===== src/rtl/frame_mem_arbiter.sv =====
// Single-port frame-buffer arbiter: VGA scan-out reads have priority, the two sprite
// writers share the leftover slots round-robin, and a per-writer starvation guard pre-empts VGA.
module frame_mem_arbiter #(
  parameter int unsigned ADDR_W     = 17,
  parameter int unsigned DATA_W     = 8,
  parameter int unsigned STARVE_MAX = 16
) (
  input  logic              clk,
  input  logic              rst,

  input  logic              vga_rd_req,
  input  logic [ADDR_W-1:0] vga_rd_addr,
  output logic [DATA_W-1:0] vga_rd_data,
  output logic              vga_rd_valid,
  output logic              vga_rd_miss,

  input  logic              w0_req,
  input  logic [ADDR_W-1:0] w0_addr,
  input  logic [DATA_W-1:0] w0_data,
  output logic              w0_ack,

  input  logic              w1_req,
  input  logic [ADDR_W-1:0] w1_addr,
  input  logic [DATA_W-1:0] w1_data,
  output logic              w1_ack,

  output logic [ADDR_W-1:0] mem_addr,
  output logic [DATA_W-1:0] mem_wdata,
  output logic              mem_we,
  input  logic [DATA_W-1:0] mem_rdata
);

  localparam int unsigned   CntW   = 8;
  localparam logic [CntW-1:0] CntMax = CntW'(STARVE_MAX);

  logic [ADDR_W-1:0] mem_addr_q, mem_addr_d;
  logic [DATA_W-1:0] mem_wdata_q, mem_wdata_d;
  logic              mem_we_q, mem_we_d;
  logic              w0_ack_q, w0_ack_d;
  logic              w1_ack_q, w1_ack_d;
  logic              rr_last_q, rr_last_d;
  logic [CntW-1:0]   cnt0_q, cnt0_d;
  logic [CntW-1:0]   cnt1_q, cnt1_d;
  logic              rd_p1_q, rd_p2_q, rd_valid_q;
  logic              miss_p1_q, miss_p2_q, miss_q;
  logic [DATA_W-1:0] rd_data_q, rd_data_d;

  logic elig0, elig1, starve0, starve1;
  logic grant0, grant1, rd_issue;

  // A writer whose ack is high still shows its stale req; mask it out.
  assign elig0   = w0_req & ~w0_ack_q;
  assign elig1   = w1_req & ~w1_ack_q;
  assign starve0 = elig0 & (cnt0_q == CntMax);
  assign starve1 = elig1 & (cnt1_q == CntMax);

  // rr_last_q = 1 means w1 was served last, so w0 is preferred next.
  always_comb begin
    grant0   = 1'b0;
    grant1   = 1'b0;
    rd_issue = 1'b0;
    if (starve0 | starve1) begin
      if (starve0 & starve1) begin
        grant0 = rr_last_q;
        grant1 = ~rr_last_q;
      end else begin
        grant0 = starve0;
        grant1 = starve1;
      end
    end else if (vga_rd_req) begin
      rd_issue = 1'b1;
    end else if (elig0 & elig1) begin
      grant0 = rr_last_q;
      grant1 = ~rr_last_q;
    end else begin
      grant0 = elig0;
      grant1 = elig1;
    end
  end

  always_comb begin
    mem_we_d    = grant0 | grant1;
    w0_ack_d    = grant0;
    w1_ack_d    = grant1;
    mem_addr_d  = mem_addr_q;
    mem_wdata_d = mem_wdata_q;
    rr_last_d   = rr_last_q;
    if (grant0) begin
      mem_addr_d  = w0_addr;
      mem_wdata_d = w0_data;
      rr_last_d   = 1'b0;
    end else if (grant1) begin
      mem_addr_d  = w1_addr;
      mem_wdata_d = w1_data;
      rr_last_d   = 1'b1;
    end else if (rd_issue) begin
      mem_addr_d  = vga_rd_addr;
    end
  end

  always_comb begin
    cnt0_d = cnt0_q;
    if (grant0 || !w0_req) begin
      cnt0_d = '0;
    end else if (elig0 && (cnt0_q < CntMax)) begin
      cnt0_d = cnt0_q + 1'b1;
    end
    cnt1_d = cnt1_q;
    if (grant1 || !w1_req) begin
      cnt1_d = '0;
    end else if (elig1 && (cnt1_q < CntMax)) begin
      cnt1_d = cnt1_q + 1'b1;
    end
  end

  assign rd_data_d = rd_p2_q ? mem_rdata : rd_data_q;

  always_ff @(posedge clk or negedge rst) begin
    if (!rst) begin
      mem_addr_q  <= '0;
      mem_wdata_q <= '0;
      mem_we_q    <= 1'b0;
      w0_ack_q    <= 1'b0;
      w1_ack_q    <= 1'b0;
      rr_last_q   <= 1'b1;
      cnt0_q      <= '0;
      cnt1_q      <= '0;
    end else begin
      mem_addr_q  <= mem_addr_d;
      mem_wdata_q <= mem_wdata_d;
      mem_we_q    <= mem_we_d;
      w0_ack_q    <= w0_ack_d;
      w1_ack_q    <= w1_ack_d;
      rr_last_q   <= rr_last_d;
      cnt0_q      <= cnt0_d;
      cnt1_q      <= cnt1_d;
    end
  end

  // Read return: issue (E0) -> RAM address latch (E1) -> data capture (E2).
  always_ff @(posedge clk or negedge rst) begin
    if (!rst) begin
      rd_p1_q    <= 1'b0;
      rd_p2_q    <= 1'b0;
      rd_valid_q <= 1'b0;
      miss_p1_q  <= 1'b0;
      miss_p2_q  <= 1'b0;
      miss_q     <= 1'b0;
      rd_data_q  <= '0;
    end else begin
      rd_p1_q    <= rd_issue;
      rd_p2_q    <= rd_p1_q;
      rd_valid_q <= rd_p2_q;
      miss_p1_q  <= vga_rd_req & (grant0 | grant1);
      miss_p2_q  <= miss_p1_q;
      miss_q     <= miss_p2_q;
      rd_data_q  <= rd_data_d;
    end
  end

  assign mem_addr     = mem_addr_q;
  assign mem_wdata    = mem_wdata_q;
  assign mem_we       = mem_we_q;
  assign w0_ack       = w0_ack_q;
  assign w1_ack       = w1_ack_q;
  assign vga_rd_data  = rd_data_q;
  assign vga_rd_valid = rd_valid_q;
  assign vga_rd_miss  = miss_q;

endmodule


===== config.mk =====
export PLATFORM = sky130hd
export DESIGN_NAME = frame_mem_arbiter
export DESIGN_NICKNAME = d
export VERILOG_FILES = /design/src/rtl/frame_mem_arbiter.sv
export SDC_FILE = /design/constraint.sdc
export NUM_CORES = 1
export LEC_CHECK = 0
export BUFFER_PORTS_ARGS = -buffer_cell sky130_fd_sc_hd__buf_2
export CORE_MARGIN = 1
export CORE_UTILIZATION = 40
export DETAILED_ROUTE_END_ITERATION = 12
export GPL_TIMING_DRIVEN = 0
export PLACE_DENSITY = 0.68
export SLEW_MARGIN = 20
export SYNTH_ARGS = -nofsm -noshare
export SYNTH_HDL_FRONTEND = slang
export SYNTH_SLANG_ARGS = --single-unit

===== constraint.sdc =====
create_clock -name clk -period 2.52 [get_ports clk]
set_input_delay 0.126 -clock clk [delete_from_list [all_inputs] [get_ports clk]]
set_output_delay 0.126 -clock clk [all_outputs]
set_load 0.01 [all_outputs]

# Word-level counts from Yosys, hierarchy flattened
# Cells that the tools add are included.
[word_totals]
register_bits = 59
in_bits = 80
out_inout_bits = 38
word_cells = 64
[classes]
addsub = 2
n_lt_le_gt_ge = 2
n_eq_ne = 2
n_mux = 21
bitwise_logic = 12
n_reduce_logical = 10
[ops]
columns = ["cell", "count"]
rows = [
  ["$mux W17", 3],
  ["$mux W8", 6],
  ["$add A8 B1 Y8 const B", 2],
  ["$eq A8 B5 Y1 const B", 2],
  ["$lt A8 B5 Y1 const B", 2],
  ["$mux W1", 12],
  ["$and A1 B1 Y1", 7],
  ["$reduce_bool A2 Y1", 3],
  ["$not A1 Y1", 3],
  ["$reduce_bool A3 Y1", 1],
  ["$logic_and A1 B1 Y1", 2],
  ["$logic_not A1 Y1", 2],
  ["$logic_or A1 B1 Y1", 2],
  ["$or A1 B1 Y1", 2],
]

# Logic depth before layout (Yosys ltp)
[depth]
depth_word = 8
depth_mapped = 10
depth_no_buf = 8

# Worst setup path before layout
# No wires, ideal clock.
[synth_timing]
path_kind = "reg-to-reg"
startpoint = "register cnt1_q[0]"
endpoint = "register mem_addr_q[3], in the netlist mem_addr[3]"
setup_time_ns = 0.082
t_arrival_ns = 1.894
required_time_ns = 2.438
slack_ns = 0.544
stages_incl_launch_ff = 10
n_path_buf = 2
synth_period_minus_slack_ns = 1.976
cell_sequence = "dfrtp_1 -> inv_1 -> ha_1 -> nor4bb_2 -> and3b_1 -> clkbuf_4 -> nor2_4 -> clkbuf_1 -> o221ai_1 -> a31oi_1"
[synth_via]
elab_chain_cells = 7
word_cells_on_any_way = 12
cone_classes = "eq/ne (1); mux (7); bitwise (3); reduce/logical (1)"
[synth_lines]
columns = ["item", "line_no", "rtl"]
rows = [
  ["from (decl)", "43", "logic [CntW-1:0] cnt1_q, cnt1_d;"],
  ["from (signal assigned)", "136", "cnt1_q <= cnt1_d;"],
  ["$eq A8 B5 Y1 (*)", "55", "assign starve1 = elig1 & (cnt1_q == CntMax);"],
  ["$and A1 B1 Y1 (*)", "55", ""],
  ["$and A1 B1 Y1", "63", "if (starve0 & starve1) begin"],
  ["$mux W1", "63", ""],
  ["$mux W1", "62", "if (starve0 | starve1) begin"],
  ["$mux W17", "92", "end else if (grant1) begin"],
  ["$mux W17", "88", "if (grant0) begin"],
  ["to (signal assigned)", "129", "mem_addr_q <= mem_addr_d;"],
  ["to (decl)", "36", "logic [ADDR_W-1:0] mem_addr_q, mem_addr_d;"],
]
# Every way passes the cells marked *; elsewhere a longest branch is shown, timed or not.
# A chain may end at the register's enable or synchronous reset.

# Worst setup path after layout
[layout_timing]
startpoint = "register cnt1_q[0]"
endpoint = "register mem_addr_q[11], in the netlist mem_addr[11]"
# The elaborated chain is that of the path after synthesis.

==> key figures <==
Clocking
  • CTS root buffer: clkbuf_8
  • # Post-CTS Setup Buffers: 0
  • Htree depth: 3
  • CTS Sinks: 59
  • Clock transition at the registers of the reported paths: 0.06 ns
  • Max Buffers Root-to-Sink: 2
  • CTS tree: built
  • Inserted Clock Buffers: 9
  • Clock Latency Late Sink: 0.33 ns

Logic synthesis
  • Area of the mapped netlist: 0.002894 mm^2
  • Mapped Cells: 267
  • Synth top area cells: dfrtp_1 50%, o221ai_1 5.1%, a31oi_1 3.9%
  • Ys Warns: 0
  • Synth Area in Adders: 1.729%
  • Top_reg_cell synth: dfrtp_1
  • Number of synthesized flops with an enable pin: 0
  • Count leader, synth: dfrtp_1
  • Synth top area share: 50.15%
  • Post-synthesis mux area share: 6.572%
  • Syn Area/Cell: 10.84 um^2
  • Synthesized flop and latch total: 59
  • Synth unique cells: 45
  • Area leader, netlist: dfrtp_1
  • Post-Synth Simple-Gate Area: 21.10%
  • Largest family of logic cells by synthesized area: simple AND/OR/NAND/NOR gates
  • Top cells by count, synth: 58 x dfrtp_1, 29 x nand2_1, 19 x nor3_1
  • Synth Area in Compound Gates: 13.36%
  • XOR/XNOR share of the synthesized area: 1.816%
  • Register area share after synthesis: 51.06%
  • Post-synth net total: 351
  • Asr flop ratio synth: 100.0%

STA
  • Slew headroom: 52.39%
  • Clock Skew: 0.01003 ns
  • Final Critical Period: 2.332 ns
  • Final hold vios: 0
  • Fin crit share: 92.53%
  • Slew Limit Fails: 0
  • Hold Slack: 0.01510 ns
  • Setup violations, final: 0
  • Fin Setup TNS: 0 ns
  • RSZ-0062 raised after global routing: false
  • Setup ws final: 0.1883 ns
  • Max Fclk: 0.4289 GHz
  • Tightest Pin Transition: 0.7141 ns

Worst setup path
  • CP Capture Type: register
  • Critical path data arrival time: 2.58 ns
  • Reg2Reg Depth: 9
  • Crit-path max FO: 10
  • Req. time, crit path: 2.76 ns
  • Crit path kind: reg -> reg
  • Setup crit start kind: register

Finish
  • Reg area: 0.001478 mm^2
  • Multi-input logic area: 0.001292 mm^2
  • P&R area growth vs syn: 33.98%
  • Ant diodes: 0
  • Final Non-Filler Cells: 501
  • Final #Nets: 484
  • Finished Cell Area: 0.003877 mm^2
  • Filler instances: 652
  • Layout cells sized above 1: 38.77%
  • Final design utilization: 56.14%

Place
  • DP Worst Slack: 0.2203 ns
  • Routability cong.: 0.7992
  • Placed Area: 0.003602 mm^2
  • Placed cells: 480
  • Detailed placement HPWL: 5100 um
  • IO buf count: 117

Die
  • Initial Util: 41.90%
  • Row cnt: 30
  • Die width: 87.06 um
  • Core box area: 0.006907 mm^2
  • Die Area: 0.007579 mm^2
  • Io pins: 118
  • Chip Height: 87.06 um

Outcome
  • Status: finished, final reports clean

Routing
  • DR DRC count: 0
  • Vias after detailed routing: 2564
  • DRT antenna net count: 0
  • Via/cell ratio: 5.118
  • Routed len/inst: 14.15 um
  • Pre-Repair DR Iteration Count: 4
  • 1st-iter DRT viols: 128
  • Routed WL: 7088 um

Run
  • MaxCap Viol Count: 0

Global routing
  • Overflow after GRT: 0
  • Largest net degree at the start of global routing: 60
  • Vias in the first global route: 2501
  • Antenna violations before repair: 0
  • First-pass GRT wire length: 11290 um
  • GRT Util Overall: 19.57%

Power and ir drop
  • Power density cells: 685.9 mW/mm^2
  • Lkg Pwr: 1.931 nW
  • VDD IR-drop max: 0.0003953 V
  • Overall Power: 2.660 mW

Worst hold path
  • Hold WC Path Type: in -> reg
  • Min-Delay Path Depth: 3
==> state kept, by name, indices dropped and copies added, names as in the netlist, 8 cells and up <==
name	flops
mem_addr	17
cnt0_q	8
cnt1_q	8
mem_wdata	8
vga_rd_data	8
==> layout make-up <==
cell class	instances	share of cell area (%)
Sequential cell	59	38.11
Multi-Input combinational cell	185	33.33
Timing Repair Buffer	122	16.46
Clock buffer	14	4.195
Tap cell	96	3.098
Buffer	16	2.581
Clock inverter	2	1.549
Inverter	7	0.6776
==> worst paths after layout <==
| path | from | to | slack, ns |
|---|---|---|---|
| setup / recovery | cnt1_q[0]$_DFFE_PN0P_ | mem_addr[11]$_DFFE_PN0P_ | 0.19 |
| hold / removal | w0_data[2] | mem_wdata[2]$_DFFE_PN0P_ | 0.02 |
| setup reg to reg | cnt1_q[0]$_DFFE_PN0P_ | mem_addr[11]$_DFFE_PN0P_ | 0.19 |
| hold reg to reg | miss_p2_q$_DFF_PN0_ | vga_rd_miss$_DFF_PN0_ | 0.37 |
| max in group asynchronous | rst | cnt0_q[4]$_DFFE_PN0P_ | 1.65 |
| min in group asynchronous | rst | mem_we$_DFF_PN0_ | 0.40 |
==> timing repair <==
action / CTS / global route
endpoints found under the hold margin: 62 / 0
endpoints found under the setup margin: 0 / 2
gates resized for setup: 0 / 1
hold buffers: 5 / 0
==> critical path: stages, from the launching register on <==
cell      delay (ns)
dfrtp_1         0.40
inv_1           0.06
ha_1            0.21
nor4bb_2        0.17
and3b_1         0.18
clkbuf_4        0.17
nor2_4          0.26
clkbuf_1        0.43
o221ai_1        0.18
a31oi_1         0.20
==> layer usage <==
layer	wire [um]	up-vias	track usage [%]
met1	3120	1240	24.73
met2	3494	74	32.14
met5	0	-	0
met3	335	14	5.118
met4	138	0	7.424
li1	-	1236	-
==> cells by family (layout without fill, tap and decap cells) <==
group / count (synthesis) / count (layout)
DFF: 59 / 59
buffers and inverters: 23 / 161
and+or+nand+nor: 106 / 106
muxes: 18 / 18
adders and majority gates: 4 / 4
xor gates and xnor gates: 6 / 6
AOI/OAI and AO/OA: 51 / 51
==> cell usage in the layout, fill, tap and decap left out, types with 2 or more instances in the layout <==
master / netlist / final
a31oi_1: 18 / 18
mux2i_1: 10 / 10
nand3_1: 2 / 2
nand4_1: 2 / 2
clkbuf_1: 6 / 9
nand2b_1: 6 / 6
xor2_1: 3 / 3
nor3_1: 19 / 19
and3_1: 8 / 8
inv_1: 6 / 6
dlygate4sd3_1: 0 / 5
o221ai_1: 17 / 17
and3b_1: 2 / 2
ha_1: 4 / 4
buf_6: 4 / 4
buf_2: 5 / 121
xnor2_1: 3 / 3
dfrtp_1: 58 / 58
o21ai_0: 9 / 9
nor2_1: 13 / 12
nand2_1: 29 / 29
mux2_2: 8 / 8
clkbuf_8: 0 / 11
or2b_1: 12 / 12
bufinv_16: 0 / 2
==> power breakdown <==
part	internal, mW	switching (mW)	total (mW)
Clock	0.613	0.353	0.966
Sequential	1.07	0.0652	1.14
Combinational	0.260	0.298	0.558
Note: power is estimated with default switching activity, not from simulation.
